==> src/rtl/y_issue_pkg.sv <==
// Shared types and constants for the y_alu issue/writeback stage.
// The opcode values mirror the encoding understood by yAlu.
package y_issue_pkg;

  localparam int WIDTH = 32;
  localparam int NREGS = 32;

  typedef enum logic [1:0] {
    IDLE = 2'd0,
    EXEC = 2'd1,
    RESP = 2'd2
  } state_e;

  localparam logic [2:0] OP_AND = 3'b000;
  localparam logic [2:0] OP_OR  = 3'b001;
  localparam logic [2:0] OP_ADD = 3'b010;
  localparam logic [2:0] OP_SUB = 3'b110;
  localparam logic [2:0] OP_SLT = 3'b111;

endpackage

==> src/rtl/y_regfile.sv <==
// Register file: two combinational read ports, one synchronous write port.
// Entry 0 always reads as zero and is never written.
module y_regfile #(
  parameter int NREGS = y_issue_pkg::NREGS,
  parameter int WIDTH = y_issue_pkg::WIDTH
) (
  input  logic                     clk,
  input  logic                     rst,
  input  logic [$clog2(NREGS)-1:0] ra_addr,
  input  logic [$clog2(NREGS)-1:0] rb_addr,
  output logic [WIDTH-1:0]         ra_data,
  output logic [WIDTH-1:0]         rb_data,
  input  logic                     we,
  input  logic [$clog2(NREGS)-1:0] wa_addr,
  input  logic [WIDTH-1:0]         wa_data
);
  import y_issue_pkg::*;

  localparam int AW = $clog2(NREGS);

  logic [WIDTH-1:0] mem_r [NREGS];

  // Storage: cleared on reset, written when enabled to a nonzero address.
  always_ff @(posedge clk or posedge rst) begin
    if (rst) begin
      for (int i = 0; i < NREGS; i++) begin
        mem_r[i] <= {WIDTH{1'b0}};
      end
    end else if (we && (wa_addr != {AW{1'b0}})) begin
      mem_r[wa_addr] <= wa_data;
    end
  end

  // Read ports: address zero is forced to zero.
  always_comb begin
    ra_data = {WIDTH{1'b0}};
    rb_data = {WIDTH{1'b0}};
    if (ra_addr != {AW{1'b0}}) begin
      ra_data = mem_r[ra_addr];
    end else begin
      ra_data = {WIDTH{1'b0}};
    end
    if (rb_addr != {AW{1'b0}}) begin
      rb_data = mem_r[rb_addr];
    end else begin
      rb_data = {WIDTH{1'b0}};
    end
  end

endmodule

==> src/rtl/y_alu_issue.sv <==
// Issue/writeback stage around an external combinational yAlu: reads operands,
// registers them toward the ALU, captures the result, writes it back and presents it.
module y_alu_issue #(
  parameter int NREGS = y_issue_pkg::NREGS,
  parameter int WIDTH = y_issue_pkg::WIDTH
) (
  input  logic                     clk,
  input  logic                     rst,
  input  logic                     in_valid,
  output logic                     in_ready,
  input  logic [$clog2(NREGS)-1:0] in_rs,
  input  logic [$clog2(NREGS)-1:0] in_rt,
  input  logic [$clog2(NREGS)-1:0] in_rd,
  input  logic [2:0]               in_op,
  output logic [WIDTH-1:0]         alu_a,
  output logic [WIDTH-1:0]         alu_b,
  output logic [2:0]               alu_op,
  input  logic [WIDTH-1:0]         alu_z,
  input  logic                     alu_zero,
  output logic                     out_valid,
  input  logic                     out_ready,
  output logic [$clog2(NREGS)-1:0] out_rd,
  output logic [WIDTH-1:0]         out_z,
  output logic                     out_zero
);
  import y_issue_pkg::*;

  localparam int AW = $clog2(NREGS);

  state_e           state_r;
  logic [AW-1:0]    rd_r;
  logic [WIDTH-1:0] rs_data_s;
  logic [WIDTH-1:0] rt_data_s;
  logic             accept_s;
  logic             wb_en_s;

  assign accept_s = in_valid & in_ready;
  assign wb_en_s  = (state_r == EXEC);

  // Writeback lands on the EXEC edge, so a following accept already reads the new value.
  y_regfile #(
    .NREGS (NREGS),
    .WIDTH (WIDTH)
  ) u_regfile (
    .clk     (clk),
    .rst     (rst),
    .ra_addr (in_rs),
    .rb_addr (in_rt),
    .ra_data (rs_data_s),
    .rb_data (rt_data_s),
    .we      (wb_en_s),
    .wa_addr (rd_r),
    .wa_data (alu_z)
  );

  // Handshake strobes decoded from state; held low while reset is asserted.
  always_comb begin
    in_ready  = 1'b0;
    out_valid = 1'b0;
    if (rst) begin
      in_ready  = 1'b0;
      out_valid = 1'b0;
    end else begin
      case (state_r)
        IDLE: begin
          in_ready  = 1'b1;
          out_valid = 1'b0;
        end
        RESP: begin
          in_ready  = out_ready;
          out_valid = 1'b1;
        end
        default: begin
          in_ready  = 1'b0;
          out_valid = 1'b0;
        end
      endcase
    end
  end

  // Sequencer and all registered outputs.
  always_ff @(posedge clk or posedge rst) begin
    if (rst) begin
      state_r  <= IDLE;
      alu_a    <= {WIDTH{1'b0}};
      alu_b    <= {WIDTH{1'b0}};
      alu_op   <= 3'b000;
      rd_r     <= {AW{1'b0}};
      out_rd   <= {AW{1'b0}};
      out_z    <= {WIDTH{1'b0}};
      out_zero <= 1'b0;
    end else begin
      case (state_r)
        IDLE: begin
          if (accept_s) begin
            alu_a   <= rs_data_s;
            alu_b   <= rt_data_s;
            alu_op  <= in_op;
            rd_r    <= in_rd;
            state_r <= EXEC;
          end else begin
            state_r <= IDLE;
          end
        end
        EXEC: begin
          out_z    <= alu_z;
          out_zero <= alu_zero;
          out_rd   <= rd_r;
          state_r  <= RESP;
        end
        RESP: begin
          if (accept_s) begin
            alu_a   <= rs_data_s;
            alu_b   <= rt_data_s;
            alu_op  <= in_op;
            rd_r    <= in_rd;
            state_r <= EXEC;
          end else if (out_ready) begin
            state_r <= IDLE;
          end else begin
            state_r <= RESP;
          end
        end
        default: begin
          state_r <= IDLE;
        end
      endcase
    end
  end

endmodule

==> config.mk <==
export PLATFORM = sky130hd
export DESIGN_NAME = y_alu_issue
export DESIGN_NICKNAME = d
export VERILOG_FILES = /design/src/rtl/y_issue_pkg.sv /design/src/rtl/y_regfile.sv /design/src/rtl/y_alu_issue.sv
export SDC_FILE = /design/constraint.sdc
export NUM_CORES = 2
export LEC_CHECK = 0
export CAP_MARGIN = 20
export CORE_AREA = 2 2 304 306
export CTS_CLUSTER_SIZE = 40
export DETAILED_ROUTE_END_ITERATION = 7
export DIE_AREA = 0 0 306 308
export PLACE_DENSITY = 0.9
export SLEW_MARGIN = 10
export SYNTH_ARGS = -nofsm -noshare
export SYNTH_HDL_FRONTEND = slang
export SYNTH_SLANG_ARGS = --single-unit
==> constraint.sdc <==
create_clock -name clk -period 64.9 [get_ports clk]
set_input_delay 9.735 -clock clk [delete_from_list [all_inputs] [get_ports clk]]
set_output_delay 9.735 -clock clk [all_outputs]
set_load 0.01 [all_outputs]
==> impl_results.md <==
* Status: finished clean
* Worst reg2reg setup slack at approximately 62 ns
* Min-Delay Path Depth at 0
* Mean Syn Cell Area at 14.03 um2
* Tot GR Track Use at 0.3581
* EDFF count, synth at 0
* Synth-to-Final Area Change at 10.35%
* Die width at roughly 310 um
* Min-Delay Startpoint: u_regfile.mem_r[1013]
* Final hold slack at around 0.40 ns
* Post-synth top area share at 0.4828
* Post-Route Setup TNS at 0 ns
* Wirelength per Cell at around 31 um
* First-pass DRT Iterations at 6
* Async S/R FF share, synth at 1.000
* Initial DRC Count at about 4500
* Share of layout cells above drive strength 1 at 0.3936
* Post-DP HPWL at between 90000 and 100000 um
* Skew-Pair Late Insertion Delay at between 0.7 and 0.8 ns
* Top post-synthesis cells by area: dfrtp_1 (48%), mux2_2 (19%), mux4_2 (12%)
* Multiplexer share of the synthesized area at 0.4007
* Core Area at 90970 um2
* Synth cell types at 42
* Pleak at just under 30 nW
* Post-route ant nets at 0
* Initial antenna violation count at 4
* Fmax at around 48 MHz
* Startpoint types: input pin
* Area share of fa/ha/maj cells after synthesis at 0
* DR vias/cell at approximately 7.3
* Max_cap viols at 0
* Final Setup Violations at 0
* Initial Utilization at 0.6472
* Largest net degree at the start of global routing at 186
* Total CTS buffers at about 120
* Max_slew headroom at 0.2077
* Arr. time, crit path at about 11 ns
* Global route overflow at 0
* Global-route wire length before repair at 253200 um
* Post-route minimum period at about 21 ns
* Largest family of logic cells by synthesized area: multiplexers
* Cell taking the most area after synthesis: dfrtp_1
* Die span in y at approximately 310 um
* Post-synthesis simple-gate area fraction at 0.03372
* Worst Max-Slew Pin Slew at between 1 and 1.5 ns
* WHS Endpoint: u_regfile.mem_r[1013]
* Die area at around 94000 um2
* Post-Synth XOR/XNOR Area at 0
* Root Driver: clkbuf_16
* P per Cell Area at 35.09 nW/um2
* Top cells by count, synth: dfrtp_1 (1136), mux2_2 (981), mux2i_1 (496), nand2_1 (326), mux4_2 (322)
* Count leader, synth: dfrtp_1
* Cell Rows at around 110
* Final hold vios at 0
* End-of-flow core utilization at 0.7142
* CTS Sinks at 1136
* Worst Hold Class: reg2reg
* Vias in the first global route at between 40000 and 50000
* R2r endpoint: u_regfile.mem_r[213]
* Synthesized cell area at about 60000 um2
* VDD IR-drop max at 0.03278 mV
* RSZ-0062 raised after global routing: false
* Register-to-Register Path Depth at 6
* WS Path Type: in2out
* Max-slew violations at 0
* Syn nets at roughly 4300
* Fin crit share at 0.3239
* Vias at about 39000
* Final Wtd Congestion at roughly 0.85
* Worst setup EP type: output pin
* Top_reg_cell synth: dfrtp_1
* Postcts setup bufs at 0
* Final WL at around 170000 um
* # nets final at between 4000 and 5000
* Residual DRC at 0
* CTS tree: built
* CTS resizes at 0
* Synthesis Warnings at 0
* Hold_buf cts at 0
* Seq/Total Area, Yosys at 0.4828
* Clk pin slew, worst setup/hold paths at about 0.06 ns
* H-tree levels at 3
* IO Port Bufs at between 150 and 200
* Top Ports at approximately 160
* Maximum fanout along the worst path at 3
* Yosys reg bits at around 1100
* Syn Inst Count at 4196
* Clk_skew at between 0.02 and 0.03 ns
* Longest Clk Path Bufs at 3
* CP required at 55.17 ns
* Worst reg2reg startpoint: state_r[1]
* Post-synthesis compound-gate area fraction at 0.04161
* Total power at 0.002280 W
## cells in the final DEF, fill, tap and decap left out, types with 6 or more instances in the layout
cell,netlist,routed
dfrtp_1,1136,1136
mux2_2,981,981
mux2i_1,496,496
mux4_2,322,322
nand2_1,326,311
clkdlybuf4s50_1,0,154
clkbuf_16,0,115
buf_4,57,70
a22oi_1,68,68
nand3_1,65,64
a221oi_1,64,64
a22o_1,60,60
o211ai_1,60,60
o21ai_1,60,60
clkbuf_8,0,37
mux2_1,29,29
clkinv_2,0,22
nor2_4,8,18
clkbuf_1,190,16
bufinv_16,0,16
buf_8,3,16
nand2_2,0,13
nor2_1,19,9
buf_12,0,8
a21oi_1,8,6
## worst max-delay path, cell delays in order
cell and delay, ns:
clkdlybuf4s50_1 0.51, nor2_1 0.29, and2_1 0.19, clkdlybuf4s50_1 0.55
## how the worst max path moves through the flow
| stage | startpoint | to |
|---|---|---|
| after global routing | rst | out_valid |
| after floorplan | rst | alu_a[0] |
| final | rst | out_valid |
| after detailed placement | rst | out_valid |
| after global placement | rst | out_valid |
| after CTS | rst | out_valid |
## final cells by class
cell class                 instances  area (um2)
tap                             1186        1484
clock inverter                    47       715.7
multi-input combinational       2614       28250
antenna                            3       7.507
fill                            5422       25990
timing repair buffer             258        2644
sequential                      1136       28430
clock buffer                     166        3420
inverter                           4       22.52
## sequential cells by signal (all words and copies together) (netlist names)
signal,flops
alu_op,3
alu_a,32
rd_r,5
out_rd,5
out_zero,1
out_z,32
state_r,2
u_regfile.mem_r,1024
alu_b,32
## metal layers
metal	global-route usage	part of all wire	wire, um
met2	0.5674	0.48	80280
met4	0.2153	0.065	11000
met3	0.08019	0.096	16170
met1	0.4560	0.36	61430
met5	0	0.00025	42
## power breakdown
part	internal, W	switching, W	leakage [nW]
combinational	0.000306	0.000206	12.4
sequential	0.000894	0.000151	14.4
clock	0.000429	0.000294	2.05
## per-stage QoR
step | worst slack [ns] | area [um2] | std cells
global placement | 43.92 | 60500 | 5179
floorplan | 23.17 | 58880 | 4196
global route | 43.85 | 64970 | 5412
CTS | 43.88 | 64640 | 5392
finish | 43.88 | 64970 | 5414
detailed placement | 43.88 | 60500 | 5179
## cells by family (layout without fill, tap and decap cells)
family	count (synthesis)	in the layout
mux	1828	1828
flops	1136	1136
simple gates	457	457
buf+inv	446	475
compound gates	329	329
other cells	0	3
(Power assumes the default switching activity.)
